$ cat src/rtl/crc_stream_checker_crc_next.sv
// Combinational CRC update: folds one DATA_W word into the register, MSB first,
// in normal (non-reflected) polynomial form.
module crc_next #(
    parameter int               DATA_W = 8,
    parameter int               CRC_W  = 32,
    parameter logic [CRC_W-1:0] POLY   = CRC_W'(32'h04C11DB7)
) (
    input  logic [CRC_W-1:0]  crc_in,
    input  logic [DATA_W-1:0] data,
    output logic [CRC_W-1:0]  crc_out
);

    logic [CRC_W-1:0] c;

    always_comb begin
        c = crc_in;
        for (int i = DATA_W - 1; i >= 0; i--) begin
            if (c[CRC_W-1] ^ data[i]) begin
                c = (c << 1) ^ POLY;
            end else begin
                c = c << 1;
            end
        end
        crc_out = c;
    end

endmodule

$ cat config.mk
export PLATFORM = sky130hd
export DESIGN_NAME = crc_next
export DESIGN_NICKNAME = d
export VERILOG_FILES = /design/src/rtl/crc_stream_checker_crc_next.sv
export SDC_FILE = /design/constraint.sdc
export NUM_CORES = 1
export LEC_CHECK = 0
export BUFFER_PORTS_ARGS = -buffer_cell sky130_fd_sc_hd__buf_2
export CAP_MARGIN = 10
export CORE_UTILIZATION = 30
export DETAILED_ROUTE_END_ITERATION = 16
export PLACE_DENSITY = 0.71
export SYNTH_ARGS = -nofsm -noshare
export SYNTH_HDL_FRONTEND = slang
export SYNTH_SLANG_ARGS = --single-unit
$ cat constraint.sdc
create_clock -name vclk -period 1.5
set_clock_uncertainty 0.05 [all_clocks]
set_input_delay 0.075 -clock vclk [all_inputs]
set_output_delay 0.075 -clock vclk [all_outputs]
set_load 0.01 [all_outputs]
==> run metrics, run 1 <==
pwr dens 1181 nW/um^2; smallest hold slack 0.3689 ns; largest net degree at the start of global routing 8; num sequential 0; Final period util 1.070; DR pass1 iterations 1; crit path DAT 1.48 ns; GPL Wtd Cong 0.6740; Worst setup SP type input port; Routed WL 2564 um; die area 2685 sq um; Logic pwr share 1.000; DRT iter0 DRCs 0; Simple-Gate Fraction of Synth Area 0; Compound-Gate Fraction of Synth Area 0; n_diodes 0; sequential power share 0; vias in the first global route 842; Worst Path Buf+Inv 4; final worst slack -0.1046 ns; final HPWL from detailed placement 1892 um; minimum clock period 1.605 ns; Core ar. 2276 sq um; io pins 72; critical path's top delay family XOR/XNOR gates; Slew Viols, Final 0; clock buffers 0; drt wl/cell 12.82 um; design area 1653 sq um; net count after synthesis 110; Slew HR 0.8072; worst slack at placement -0.1422 ns; initial antenna violation count 0; mux cell area share after synthesis 0; Psw 0.0008673 W; placement-stage cell area 1421 sq um; gr usage total 0.1920; crit-path max cell delay 0.44 ns; Via-to-Cell Ratio 4.125; YS warnings 0; cell total after placement 194; Clk pwr share 0; Area growth, synth to finish 122.0%; maximum VDD drop 0.0008107 V; fraction of layout cells with a size suffix above 1 0.7209; Yosys cell types 8; maxcap violations 0; die height 51.82 um; Hold-fix buffers, CTS 0; Sw Ratio 0.4442; slowest CP cell xnor3_2; cell internal pwr 0.001085 W; Layout Cells excl Fill 200; first-pass GRT wire length 3843 um; routed vias 825; crit path cell chain buf_8 > xnor2_4 > xnor2_2 > inv_2 > xnor3_2 > buf_6 > xor3_1 > buf_2; RSZ-0062 raised after global routing true; CP required 1.37 ns; register area 0 sq um; xor and xnor fraction of the mapped netlist area 0.9950; Final Hold Viols 0; largest family of logic cells by synthesized area XOR/XNOR gates; Fill cells 160; run status complete, but fails checks; Cells after Synth 70; Final Setup Violations 5; PnR Total Power 0.001953 W; critical path class in2out; Slew @ Worst Pin 0.2892 ns; Crit. End Element output port; Synth Area per Inst 10.64 sq um; gr ovfl total 0; IO Port Bufs 72; initial core utilization 0.3271; Hold Path Class in2out; sequential-to-total area share from yosys stat 0; leakage 0.8023 nW; mapped cell area 744.5 sq um; top achievable clock speed 0.6232 GHz; cell row count 17; violated checks negative setup slack; Worst Path Max Fanout 3; Antenna Nets Post-Route 0; Die X-Extent 51.82 um; DRC Markers 0; synthesized-area fraction occupied by adder cells 0; Final nets 214
[layout make-up]
type | count | area [sq um] | area share
tap | 28 | 35.03 | 0.02120
inverter | 1 | 3.754 | 0.002271
timing repair buffer | 102 | 651.9 | 0.3944
multi-input combinational | 69 | 962.2 | 0.5821
[synth_stat cells]
cell type / number / area share
xor3_1: 2 / 0.064
xor2_1: 6 / 0.071
xnor3_1: 2 / 0.060
xnor2_4: 1 / 0.037
inv_2: 1 / 0.0050
xnor2_2: 6 / 0.13
xnor2_1: 51 / 0.60
xnor3_2: 1 / 0.032
[cells by family after synthesis]
kind of cell / after synthesis
buffers and inverters: 1
xor gates and xnor gates: 69
[layout by cell type (no fill, tap or decap), drive strengths merged]
cell type	Yosys	layout
xnor3	3	3
xnor2	58	58
xor2	6	6
inv	1	1
buf	0	102
xor3	2	2
[routing by layer]
metal / share of wire / GRT usage / up-vias / wire length [um]
li1: - / - / 419 / -
met1: 0.36 / 0.2118 / 369 / 916
met2: 0.59 / 0.4113 / 33 / 1506
met3: 0.044 / 0.002924 / 4 / 112
met4: 0.011 / 0.01351 / 0 / 29
met5: 0 / 0 / - / 0
[path summary, 6_finish.rpt]
check	to	start	slack, ns	cells past startpoint
max	crc_out[11]	crc_in[30]	-0.10	8
min	crc_out[25]	crc_in[17]	0.37	3
[metrics by stage]
step	util	TNS, ns
2_1_floorplan	-	-0.1247
3_3_place_gp	0.6245	-0.7342
3_5_place_dp	0.6245	-0.8808
5_1_grt	0.7262	-0.6184
4_1_cts	0.6861	-0.1129
6_report	0.7262	-0.3362
[power by group through the flow]
stage | clock network, W | registers (W) | logic (W)
global placement | 0 | 0 | 0.00170
floorplan | 0 | 0 | 0.00102
CTS | 0 | 0 | 0.00185
finish | 0 | 0 | 0.00195
detailed placement | 0 | 0 | 0.00173
global route | 0 | 0 | 0.00208
[what timing repair did]
action / 4_1_cts / 5_1_grt
gates resized for setup: 19 / 15
buffers inserted: 6 / 0
pin swaps: 12 / 3
setup endpoints to repair: 10 / 15
Note: power is estimated with default switching activity, not from simulation.
==> run 2: changes to the inputs <==
--- a/config.mk
+++ b/config.mk
@@ -7,9 +7,11 @@
 export LEC_CHECK = 0
 export BUFFER_PORTS_ARGS = -buffer_cell sky130_fd_sc_hd__buf_2
 export CAP_MARGIN = 10
+export CORE_ASPECT_RATIO = 1.2
 export CORE_UTILIZATION = 30
 export DETAILED_ROUTE_END_ITERATION = 16
-export PLACE_DENSITY = 0.71
+export PLACE_DENSITY = 0.7
+export RECOVER_POWER = 100
 export SYNTH_ARGS = -nofsm -noshare
 export SYNTH_HDL_FRONTEND = slang
 export SYNTH_SLANG_ARGS = --single-unit
==> run metrics, run 2 (synthesis results as in run 1) <==
routed vias 820 (-0.61%); Final Setup Violations 1 (-4); maximum VDD drop 0.0006819 V (-16%); run status complete, but fails checks; Via-to-Cell Ratio 4.080 (-1.1%); pwr dens 1133 nW/um^2 (-4.1%); maxcap violations 0 (unchanged); drt wl/cell 11.11 um (-13%); Final period util 1.013 (-0.05694); DRT iter0 DRCs 7 (+7); Area growth, synth to finish 119.2%; cell row count 19 (+2); CP required 1.37 ns (about the same); Slew Viols, Final 0 (unchanged); final worst slack -0.01921 ns (+0.08542 ns); gr ovfl total 0 (unchanged); worst slack at placement -0.1816 ns (-0.03944 ns); Die X-Extent 47.48 um (-8.4%); violated checks negative setup slack; register area 0 sq um (unchanged); Worst setup SP type input port; Crit. End Element output port; commonest non-fill, non-tap cell in the layout buf_2; critical path class in2out; Routed WL 2233 um (-13%); crit path DAT 1.39 ns (-0.09 ns); Final Hold Viols 0 (unchanged); DRC Markers 0 (unchanged); largest net degree at the start of global routing 8 (unchanged); PnR Total Power 0.001848 W (-5.3%); leakage 0.7833 nW (-2.4%); n_diodes 0 (unchanged); vias in the first global route 778 (-7.6%); RSZ-0062 raised after global routing true; Worst Path Max Fanout 3 (unchanged); Slew @ Worst Pin 0.2587 ns (-0.03054 ns); first-pass GRT wire length 3360 um (-13%); Slew HR 0.8276 (+0.02036); Final nets 212 (-0.93%); clock buffers 0 (unchanged); initial core utilization 0.3195 (-0.007554); Hold Path Class in2out; io pins 72 (unchanged); fraction of layout cells with a size suffix above 1 0.7000 (-0.02093); top achievable clock speed 0.6582 GHz (+5.6%); GPL Wtd Cong 0.6628 (-1.7%); IO Port Bufs 72 (unchanged); Antenna Nets Post-Route 0 (unchanged); DR pass1 iterations 2 (+1); final HPWL from detailed placement 1847 um (-2.4%); minimum clock period 1.519 ns (-0.08542 ns); commonest cells after routing, fill and taps aside buf_2, xnor2_1, buf_4, xnor2_4, buf_6; num sequential 0 (unchanged); Core ar. 2330 sq um (+2.4%); gr usage total 0.1659 (-0.02606); die height 56.57 um (+9.2%); die area 2686 sq um (about the same); initial antenna violation count 0 (unchanged)
run 2: cell count changes in the layout (fill, tap and decap cells not counted), sizes merged:
cell,delta
buf,-3
clkbuf,+1
run 2: where the power goes:
| part | switching [W] | internal (W) | total, W |
|---|---|---|---|
| Combinational | 0.000815 | 0.00103 | 0.00185 |
| Sequential | 0 | 0 | 0 |
| Clock | 0 | 0 | 0 |
| Total | 0.000815 | 0.00103 | 0.00185 |
run 2: repair_timing:
| item | 4_1_cts | 5_1_grt |
|---|---|---|
| hold buffers | 0 | 0 |
| endpoints found under the setup margin | 10 | 11 |
| pin swaps | 10 | 11 |
| setup buffers | 4 | 3 |
| gates resized for setup | 20 | 16 |
| endpoints found under the hold margin | 0 | 0 |
run 2: worst max-delay path: stages:
cell,delay (ns)
buf_2,0.13
xnor2_4,0.13
xnor2_2,0.18
xnor3_2,0.48
buf_6,0.13
xor2_1,0.12
buf_2,0.14
run 2: layer usage:
layer,global-route usage,vias up,part of all wire
met5,0,-,0
met4,0.02449,0,0.0054
met3,0.01608,2,0.056
met2,0.3229,36,0.59
met1,0.1815,365,0.35
li1,-,417,-
run 2: final cells by class:
cell class	instances	area [sq um]
multi-input combinational	69	935.9
tap	31	38.79
timing repair buffer	100	653.1
inverter	1	3.754
fill	197	698.2
run 2: final timing paths:
| path | start | endpoint | slack (ns) | depth (start not counted) |
|---|---|---|---|---|
| worst max-delay path | data[3] | crc_out[5] | -0.02 | 7 |
| worst min-delay path | crc_in[7] | crc_out[15] | 0.37 | 3 |
run 2: stage by stage:
| stage | cell area [sq um] | hold slack [ns] | instances | util | setup TNS (ns) |
|---|---|---|---|---|---|
| finish | 1632 | 0.3662 | 201 | 0.7003 | -0.01921 |
| global route | 1632 | 0.3794 | 201 | 0.7003 | -0.3619 |
| CTS | 1528 | 0.3697 | 198 | 0.6557 | -0.01831 |
| detailed placement | 1403 | 0.3688 | 194 | 0.6020 | -1.025 |
| global placement | 1403 | 0.3661 | 194 | 0.6020 | -0.7137 |
| floorplan | 845.8 | 0.1801 | 70 | - | -0.1247 |
==> run 3: changes to the inputs <==
--- a/config.mk
+++ b/config.mk
@@ -5,12 +5,13 @@
 export SDC_FILE = /design/constraint.sdc
 export NUM_CORES = 1
 export LEC_CHECK = 0
+export ABC_AREA = 1
 export BUFFER_PORTS_ARGS = -buffer_cell sky130_fd_sc_hd__buf_2
 export CAP_MARGIN = 10
 export CORE_ASPECT_RATIO = 1.2
 export CORE_UTILIZATION = 30
 export DETAILED_ROUTE_END_ITERATION = 16
-export PLACE_DENSITY = 0.7
+export PLACE_DENSITY = 0.57
 export RECOVER_POWER = 100
 export SYNTH_ARGS = -nofsm -noshare
 export SYNTH_HDL_FRONTEND = slang
==> constraint.sdc (replaced) <==
create_clock -name vclk -period 1.4
set_clock_uncertainty 0.05 [all_clocks]
set_input_delay 0.07 -clock vclk [all_inputs]
set_output_delay 0.07 -clock vclk [all_outputs]
set_load 0.01 [all_outputs]
==> run metrics, run 3 <==
largest family of logic cells by synthesized area simple AND/OR/NAND/NOR gates; DRC Markers 0 (unchanged); Final Hold Viols 0 (unchanged); mux cell area share after synthesis 0 (unchanged); maximum VDD drop 0.0002205 V (-68%); maxcap violations 0 (unchanged); io pins 72 (unchanged); sequential-to-total area share from yosys stat 0 (unchanged); top post-synthesis cells by area nand2_1, xor2_1, nand2_4; CP required 1.28 ns (-0.09 ns); initial core utilization 0.3222 (+0.002605); hold path endpoint crc_out[20]; register area 0 sq um (unchanged); critical path class in2out; Logic pwr share 1.000 (about the same); Hold Path Class in2out; die height 74.39 um (+32%); crit-path max cell delay 0.19 ns (-0.29 ns); run status finished clean; clock buffers 0 (unchanged); area leader, netlist nand2_1; Worst setup SP type input port; mapped cell area 1310 sq um (+76%); first-pass GRT wire length 4671 um (+39%); Die X-Extent 62.33 um (+31%); Layout Cells excl Fill 335 (+67%); die area 4636 sq um (+73%); Antenna Nets Post-Route 0 (unchanged); Psw 0.0006468 W (-21%); Slew @ Worst Pin 0.2269 ns (-0.03176 ns); fraction of layout cells with a size suffix above 1 0.4164 (-0.2836); cell internal pwr 0.0004789 W (-54%); n_diodes 0 (unchanged); Compound-Gate Fraction of Synth Area 0 (unchanged); final HPWL from detailed placement 2663 um (+44%); Layout Utilization 0.4403 (-0.2600); Synth Area per Inst 6.298 sq um (-41%); Yosys cell types 16 (+8); net count after synthesis 248 (+130%); commonest cells after routing, fill and taps aside nand2_1, buf_2, xor2_1, inv_1, nand2_4; largest net degree at the start of global routing 10 (+2); initial antenna violation count 0 (unchanged); Commonest cells post-synth nand2_1, xor2_1, inv_1; IO Port Bufs 72 (unchanged); sequential power share 0 (unchanged); HP Start crc_in[12]; YS warnings 0 (unchanged); top achievable clock speed 0.7666 GHz; CP Depth 9 (+2); vias in the first global route 1124 (+44%); leakage 1.084 nW (+38%); slowest CP cell xor2_4; Final Setup Violations 0 (-1); RSZ-0062 raised after global routing true; Worst Path Buf+Inv 3 (unchanged); Hold-fix buffers, CTS 0 (unchanged); Clk pwr share 0 (unchanged); Slew HR 0.8480 (+0.02043); Simple-Gate Fraction of Synth Area 0.5272 (+0.5272); gr ovfl total 0 (unchanged); cell total after placement 334 (+72%); crit path cell chain buf_2 > inv_1 > nand2_2 > nand2_4 > nand2_2 > nand2_4 > xor2_4 > xor2_1 > buf_2; worst slack at placement 0.03601 ns (+0.2176 ns); Area growth, synth to finish 36.68%; most common cell in the netlist nand2_1; Core ar. 4066 sq um (+75%); Routed WL 3059 um (+37%); post-synth top area share 0.2378 (-0.3622); xor and xnor fraction of the mapped netlist area 0.3840 (-0.6110); final worst slack 0.09555 ns (+0.1148 ns); Hold Path Depth 3 (unchanged); Slew Viols, Final 0 (unchanged); critical path's top delay family simple AND/OR/NAND/NOR gates; Final nets 323 (+52%); Crit. End Element output port; DRT iter0 DRCs 41 (+34); Sw Ratio 0.5746 (+0.1336); GPL Wtd Cong 0.7639 (+15%); DR pass1 iterations 5 (+3); pwr dens 628.7 nW/um^2 (-45%); routed vias 1388 (+69%); gr usage total 0.1209 (-0.04503); minimum clock period 1.304 ns; Via-to-Cell Ratio 4.143 (+1.6%); Final period util 0.9318; Cells after Synth 208 (+200%); synthesized-area fraction occupied by adder cells 0 (unchanged); commonest non-fill, non-tap cell in the layout nand2_1; cell row count 25 (+6); crit path DAT 1.18 ns (-0.21 ns); drt wl/cell 9.131 um (-18%); num sequential 0 (unchanged); Worst Path Max Fanout 6 (+3)
==> run 3: cell count changes in the layout (fill, tap and decap cells not counted), sizes merged <==
cell,delta
xnor2,-44
xor2,+31
xnor3,-3
buf,-28
nand2,+112
nand3b,+1
inv,+28
clkbuf,+1
nor2,+2
xor3,-2
or2,+1
nand3,+12
==> run 3: routing by layer <==
metal | share of wire | vias up | global-route usage
met5 | 0 | - | 0
met3 | 0.063 | 0 | 0.007669
met2 | 0.49 | 48 | 0.2357
met4 | 0 | 0 | 0
li1 | - | 759 | -
met1 | 0.45 | 581 | 0.1557
==> run 3: power by group through the flow <==
stage / Sequential [W] / Clock (W) / Combinational [W]
3_5_place_dp: 0 / 0 / 0.00111
5_1_grt: 0 / 0 / 0.00125
4_1_cts: 0 / 0 / 0.00112
2_1_floorplan: 0 / 0 / 0.000749
3_3_place_gp: 0 / 0 / 0.00111
6_report: 0 / 0 / 0.00113
==> run 3: layout make-up <==
cell class / count / area (sq um)
repair buffers: 73 / 365.4
well taps: 54 / 67.56
multi-input cells: 179 / 1241
inverters: 29 / 116.4
fillers: 440 / 2276
==> run 3: logic make-up after synthesis <==
kind of cell           count (synthesis)
buffers and inverters                 29
AND/OR/NAND/NOR                      128
XOR/XNOR                              51
==> run 3: per-stage QoR <==
stage          setup TNS [ns]  power (W)  area, sq um  hold WS (ns)
2_1_floorplan               0  0.0007489         1310        0.1701
3_3_place_gp                0   0.001109         1738        0.3535
3_5_place_dp                0   0.001113         1738        0.3537
4_1_cts                     0   0.001116         1738        0.3553
5_1_grt              -0.02907   0.001250         1790        0.3529
6_report                    0   0.001126         1790        0.3441
==> run 3: worst min-delay path: cells and delay by family <==
kind	cells	cell delay [ns]
XOR/XNOR	1	0.05
buffers and inverters	2	0.20
==> run 3: worst max path at each step <==
stage | startpoint | slack (ns) | endpoint
2_1_floorplan | crc_in[30] | 0.34 | crc_out[5]
3_3_place_gp | crc_in[28] | 0.05 | crc_out[5]
3_5_place_dp | crc_in[28] | 0.04 | crc_out[5]
4_1_cts | crc_in[28] | 0.04 | crc_out[5]
5_1_grt | crc_in[27] | -0.01 | crc_out[11]
6_report | crc_in[27] | 0.1 | crc_out[5]
==> run 3: timing repair <==
action	CTS	global route
endpoints found under the hold margin	0	0
resized for setup	0	8
setup endpoints to repair	0	7
setup buffers	0	1
